[src/rtl/led_pkg.sv]
// Shared constants and types for the LED digit sequencer.
// BLANK turns every LED off; the buffer holds DEPTH 4-bit digits.
package led_pkg;

    localparam logic [3:0] BLANK = 4'hF;
    localparam int DEPTH = 16;
    localparam int AW = $clog2(DEPTH);

    typedef enum logic [1:0] {
        IDLE = 2'd0,
        SHOW = 2'd1,
        GAP  = 2'd2
    } state_t;

    // Lengths above the buffer depth are limited to the depth.
    function automatic logic [4:0] clamp_len(input logic [4:0] len);
        return (len > 5'(DEPTH)) ? 5'(DEPTH) : len;
    endfunction

endpackage

[src/rtl/digit_buffer.sv]
// 16x4 digit store: one synchronous write port, one combinational read port.
// Reset fills every entry with BLANK.
module digit_buffer
    import led_pkg::*;
(
    input  logic          clk,
    input  logic          reset,
    input  logic          we,
    input  logic [AW-1:0] waddr,
    input  logic [3:0]    wdata,
    input  logic [AW-1:0] raddr,
    output logic [3:0]    rdata
);

    logic [3:0] mem [DEPTH];

    always_ff @(posedge clk or posedge reset) begin
        if (reset) begin
            for (int i = 0; i < DEPTH; i++) begin
                mem[i] <= BLANK;
            end
        end else if (we) begin
            mem[waddr] <= wdata;
        end
    end

    assign rdata = mem[raddr];

endmodule

[src/rtl/led_sequencer.sv]
// Plays a stored digit sequence: each digit is shown for ON_TICKS cycles,
// followed by an OFF_TICKS blank gap. All outputs are registered.
module led_sequencer
    import led_pkg::*;
#(
    parameter int ON_TICKS  = 25000000,
    parameter int OFF_TICKS = 12500000
) (
    input  logic       clk,
    input  logic       reset,
    input  logic       wr_en,
    input  logic [3:0] wr_addr,
    input  logic [3:0] wr_data,
    input  logic [4:0] length,
    input  logic       start,
    input  logic       abort,
    output logic [3:0] number,
    output logic [3:0] step,
    output logic       busy,
    output logic       done
);

    localparam int MAXT = (ON_TICKS > OFF_TICKS) ? ON_TICKS : OFF_TICKS;
    localparam int CW = (MAXT > 1) ? $clog2(MAXT) : 1;
    localparam logic [CW-1:0] ON_LD  = CW'(ON_TICKS - 1);
    localparam logic [CW-1:0] OFF_LD = CW'(OFF_TICKS - 1);

    state_t        state, state_n;
    logic [CW-1:0] cnt, cnt_n;
    logic [AW-1:0] step_n;
    logic [4:0]    len, len_n;
    logic [3:0]    number_n;
    logic          busy_n, done_n;
    logic [AW-1:0] rd_addr;
    logic [3:0]    rd_data;
    logic          last;

    digit_buffer u_buf (
        .clk   (clk),
        .reset (reset),
        .we    (wr_en && (state == IDLE)),
        .waddr (wr_addr),
        .wdata (wr_data),
        .raddr (rd_addr),
        .rdata (rd_data)
    );

    // Read ahead: the digit for the next SHOW is fetched one cycle early.
    assign rd_addr = (state == GAP) ? step + AW'(1) : '0;
    assign last = ({1'b0, step} == len - 5'd1);

    always_ff @(posedge clk or posedge reset) begin
        if (reset) begin
            state  <= IDLE;
            cnt    <= '0;
            step   <= '0;
            len    <= '0;
            number <= BLANK;
            busy   <= 1'b0;
            done   <= 1'b0;
        end else begin
            state  <= state_n;
            cnt    <= cnt_n;
            step   <= step_n;
            len    <= len_n;
            number <= number_n;
            busy   <= busy_n;
            done   <= done_n;
        end
    end

    always_comb begin
        state_n  = state;
        cnt_n    = cnt;
        step_n   = step;
        len_n    = len;
        number_n = number;
        busy_n   = busy;
        done_n   = 1'b0;
        unique case (state)
            IDLE: begin
                number_n = BLANK;
                busy_n   = 1'b0;
                if (start && (length != 5'd0)) begin
                    state_n  = SHOW;
                    cnt_n    = ON_LD;
                    step_n   = '0;
                    len_n    = clamp_len(length);
                    number_n = rd_data;
                    busy_n   = 1'b1;
                end
            end
            SHOW: begin
                if (abort) begin
                    state_n  = IDLE;
                    cnt_n    = '0;
                    number_n = BLANK;
                    busy_n   = 1'b0;
                end else if (cnt == '0) begin
                    state_n  = GAP;
                    cnt_n    = OFF_LD;
                    number_n = BLANK;
                end else begin
                    cnt_n = cnt - CW'(1);
                end
            end
            GAP: begin
                if (abort) begin
                    state_n  = IDLE;
                    cnt_n    = '0;
                    number_n = BLANK;
                    busy_n   = 1'b0;
                end else if (cnt != '0) begin
                    cnt_n = cnt - CW'(1);
                end else if (last) begin
                    state_n  = IDLE;
                    cnt_n    = '0;
                    number_n = BLANK;
                    busy_n   = 1'b0;
                    done_n   = 1'b1;
                end else begin
                    state_n  = SHOW;
                    cnt_n    = ON_LD;
                    step_n   = step + AW'(1);
                    number_n = rd_data;
                end
            end
            default: begin
                state_n  = IDLE;
                cnt_n    = '0;
                number_n = BLANK;
                busy_n   = 1'b0;
            end
        endcase
    end

endmodule

[config.mk]
export PLATFORM = sky130hd
export DESIGN_NAME = led_sequencer
export DESIGN_NICKNAME = d
export VERILOG_FILES = /design/src/rtl/led_pkg.sv /design/src/rtl/digit_buffer.sv /design/src/rtl/led_sequencer.sv
export SDC_FILE = /design/constraint.sdc
export NUM_CORES = 1
export LEC_CHECK = 0
export ABC_AREA = 1
export CAP_MARGIN = 20
export CORE_ASPECT_RATIO = 1.75
export CORE_MARGIN = 5
export CORE_UTILIZATION = 45
export DETAILED_ROUTE_END_ITERATION = 10
export GPL_TIMING_DRIVEN = 0
export PLACE_DENSITY = 0.7
export SYNTH_ARGS = -nofsm -noshare
export SYNTH_HDL_FRONTEND = slang
export SYNTH_SLANG_ARGS = --single-unit
[constraint.sdc]
create_clock -name clk -period 2.99 [get_ports clk]
set_input_delay 0.4485 -clock clk [delete_from_list [all_inputs] [get_ports clk]]
set_output_delay 0.4485 -clock clk [all_outputs]
set_load 0.005 [all_outputs]
==> metrics.txt <==
worst skew pair latency=approximately 0.35 ns; R2R Path End=cnt[3]$_DFFE_PP0N_; share of the synthesized area in the top cell type=0.313; half-perimeter wire length after placement=between 10 and 15 mm; Leak=approximately 0.0028 uW; Worst EP required=~3.2 ns; area growth from synthesis to layout=14.2%; n_diodes=0; worst slew pin tran=between 0.7 and 0.8 ns; critical path's most frequent cell=nor2_4; Final setup viols=0; GRT Residual Overflow=0; Largest stage delay, worst path=roughly 0.38 ns; CP startpoint=cnt[0]$_DFFE_PP0N_; post-cts sizing count=0; CP top delay family=simple AND/OR/NAND/NOR gates; critical path peak fanout=8; Final Hold Vio Count=0; CP startpoint kind=flip-flop; FF+latch count, synth=approximately 110; Top Ports=28; critical path data arrival time=around 2.5 ns; Power Density=around 1000 mW/mm^2; clock slew at reported path FFs=0.08 ns; crit path cell chain=inv_1 -> ha_1 -> nand2_2 -> nor2_4 -> nand2_1 -> nor2_4 -> nor2_1 -> nor2_4 -> nand2_2 -> o31ai_1 -> nand3_1; Met1 Routed Length=5.59 mm; Worst Clk Skew=between 0.01 and 0.015 ns; layout cells sized above 1=0.155; DRC violations left=0; kind of critical path=flip-flop to flip-flop; routability cong.=~0.95; IO buf count=27; Max clock buf depth=2; full die area=roughly 0.015 sq mm; Worst slew margin=0.491; Max-Cap Viols=0; hold crit path type=flip-flop to flip-flop; top post-synthesis cells by area=dfstp_2 (31%), dfrtp_1 (17%), nand2_1 (13%); max layer used=met4; critical path endpoint=cnt[3]$_DFFE_PP0N_; WL/cell=approximately 16 um; starting density of the core=0.459; dominant synthesized flop cell=dfstp_2; CTS root buffer=clkbuf_16; Fillers=roughly 1,200; Die H=159 um; unrepaired setup endpoints after global routing=no; status=finished clean; ys async rst share=1.00; CTS Hold Bufs=0; First-pass DRT Iterations=5; TritonCTS clock tree=built; Reg area=~0.0027 sq mm; Mapped Cells=between 700 and 800; total number of vias=5,142; Core Area=between 0.01 and 0.015 sq mm; H-tree depth=3; CP Buf/Inv Count=1; minimum clock period after layout=2.30 ns; dpl cell area=about 0.0062 sq mm; Avg Vias per Cell=~5.4; Core Rows=54; met3 WL=572 um; vias in the first global route=a little over 5,000; VDD IR max=around 0.00042 V; Final period util=0.768; GRT Overall Usage=0.212; Synth cell types=32; reg-to-reg slack, setup=roughly 0.69 ns; met2 wire len=roughly 8 mm; post-synth top area cell=dfstp_2; Final ANT Viol Nets=0; setup_tns=0 ns; Nets=804; mapped cell area=between 0.005 and 0.006 sq mm; hold slack=between 0.4 and 0.5 ns; Final Max Slew Viols=0; synth warn=0; final WL=between 15 and 20 mm; sequential fraction of the synthesis area=0.479; CP Depth=11; Post-CTS Setup Bufs=0; initial DRC count=303; Post-Syn Nets=about 760; first-pass GRT wire length=between 20 and 30 mm; cells on worst reg2reg path=11; fmax=roughly 440 MHz; syn_area_per_cell=roughly 7.7 sq um; number of synthesized flops with an enable pin=0; Critical Path End Type=flip-flop; largest net degree at the start of global routing=between 40 and 50; multi-input logic area=approximately 0.0027 sq mm; Final Instance Area=0.00652 sq mm; initial antenna violation count=0; worst reg2reg path startpoint=cnt[0]$_DFFE_PP0N_; critical path's slowest cell=dfrtp_1; Die Wd=95.2 um; CTS buffer count=9; CTS Sinks=around 110
==> final cells by class <==
| cell class | count | area share |
|---|---|---|
| inverters | 65 | 0.0380 |
| plain buffers | 17 | 0.0119 |
| well taps | 168 | 0.0322 |
| multi-input cells | 555 | 0.406 |
| clock buffers | 10 | 0.0351 |
| flip-flops and latches | 106 | 0.420 |
| repair buffers | 29 | 0.0476 |
| clock inverters | 6 | 0.00902 |
==> layer usage <==
metal	GRT usage	up-vias
met2	0.371	147
met4	0.148	0
met5	0	-
li1	-	2493
met1	0.226	2442
met3	0.0312	60
==> power breakdown <==
group / switching (uW) / leakage, uW / internal [uW]
sequential: 473 / 0.00120 / 2380
combinational: 1650 / 0.00148 / 912
clock: 574 / 0.000139 / 587
total: 2700 / 0.00282 / 3880
==> worst min-delay path: cells and delay by family, from the launching register on <==
family        cells  cell delay (ns)
flops             1             0.36
simple gates      2             0.11
==> layout by cell type, fill, tap and decap left out, types with 9 or more instances in the layout <==
cell,count
o21ai_0,110
nor2_1,111
xor2_1,14
dfrtp_1,38
inv_1,61
nand3_1,51
dfstp_2,68
clkdlybuf4s50_1,27
a21oi_1,9
nor2_4,10
clkbuf_1,11
nand4_1,11
clkbuf_16,9
nand2_1,192
==> logic make-up (layout without fill, tap and decap cells) <==
logic type,count (synthesis),in the layout,share of synthesized area
adder cells (fa/ha/maj),3,3,0.00657
AO/OA/AOI/OAI,137,137,0.127
buffers and inverters,82,127,0.0563
XOR/XNOR,16,16,0.0245
AND/OR/NAND/NOR,399,399,0.306
flip-flops,106,106,0.479
==> registers in the layout (all words and copies together) (netlist names) <==
| register | flops |
|---|---|
| u_buf.mem | 64 |
| cnt | 25 |
| len | 5 |
| number | 4 |
| step | 4 |
| state | 2 |
| busy | 1 |
| done | 1 |
==> through the flow <==
stage	util	cells	total power, uW	worst slack (ns)
after floorplan	-	743	4590	1.17
after global placement	0.498	938	5310	0.254
after detailed placement	0.502	940	5410	0.487
after CTS	0.525	956	6590	0.689
after global routing	0.525	956	7090	0.460
final	0.525	956	6580	0.695
==> synth_stat cells (all sizes together), types with 2 or more instances <==
cell type  instances
o21ai            116
nor3               6
o31ai              2
nand2            198
ha                 3
inv               64
nand3             55
nor2             125
xnor2              2
dfrtp             38
nor4               2
o22ai              4
a21oi              9
clkbuf            10
o211ai             6
buf                7
xor2              14
dfstp             68
nand4             11
==> worst min-delay path by stage <==
stage,startpoint,endpoint,slack (ns),cells after the start
finish,busy$_DFFE_PP0P_,busy$_DFFE_PP0P_,0.49,2
global route,u_buf.mem[38]$_DFFE_PP1P_,u_buf.mem[38]$_DFFE_PP1P_,0.51,2
CTS,busy$_DFFE_PP0P_,busy$_DFFE_PP0P_,0.48,2
detailed placement,busy$_DFFE_PP0P_,busy$_DFFE_PP0P_,0.47,2
global placement,busy$_DFFE_PP0P_,busy$_DFFE_PP0P_,0.47,2
floorplan,busy$_DFFE_PP0P_,busy$_DFFE_PP0P_,0.47,2
Power figures use the tool's default switching activity.
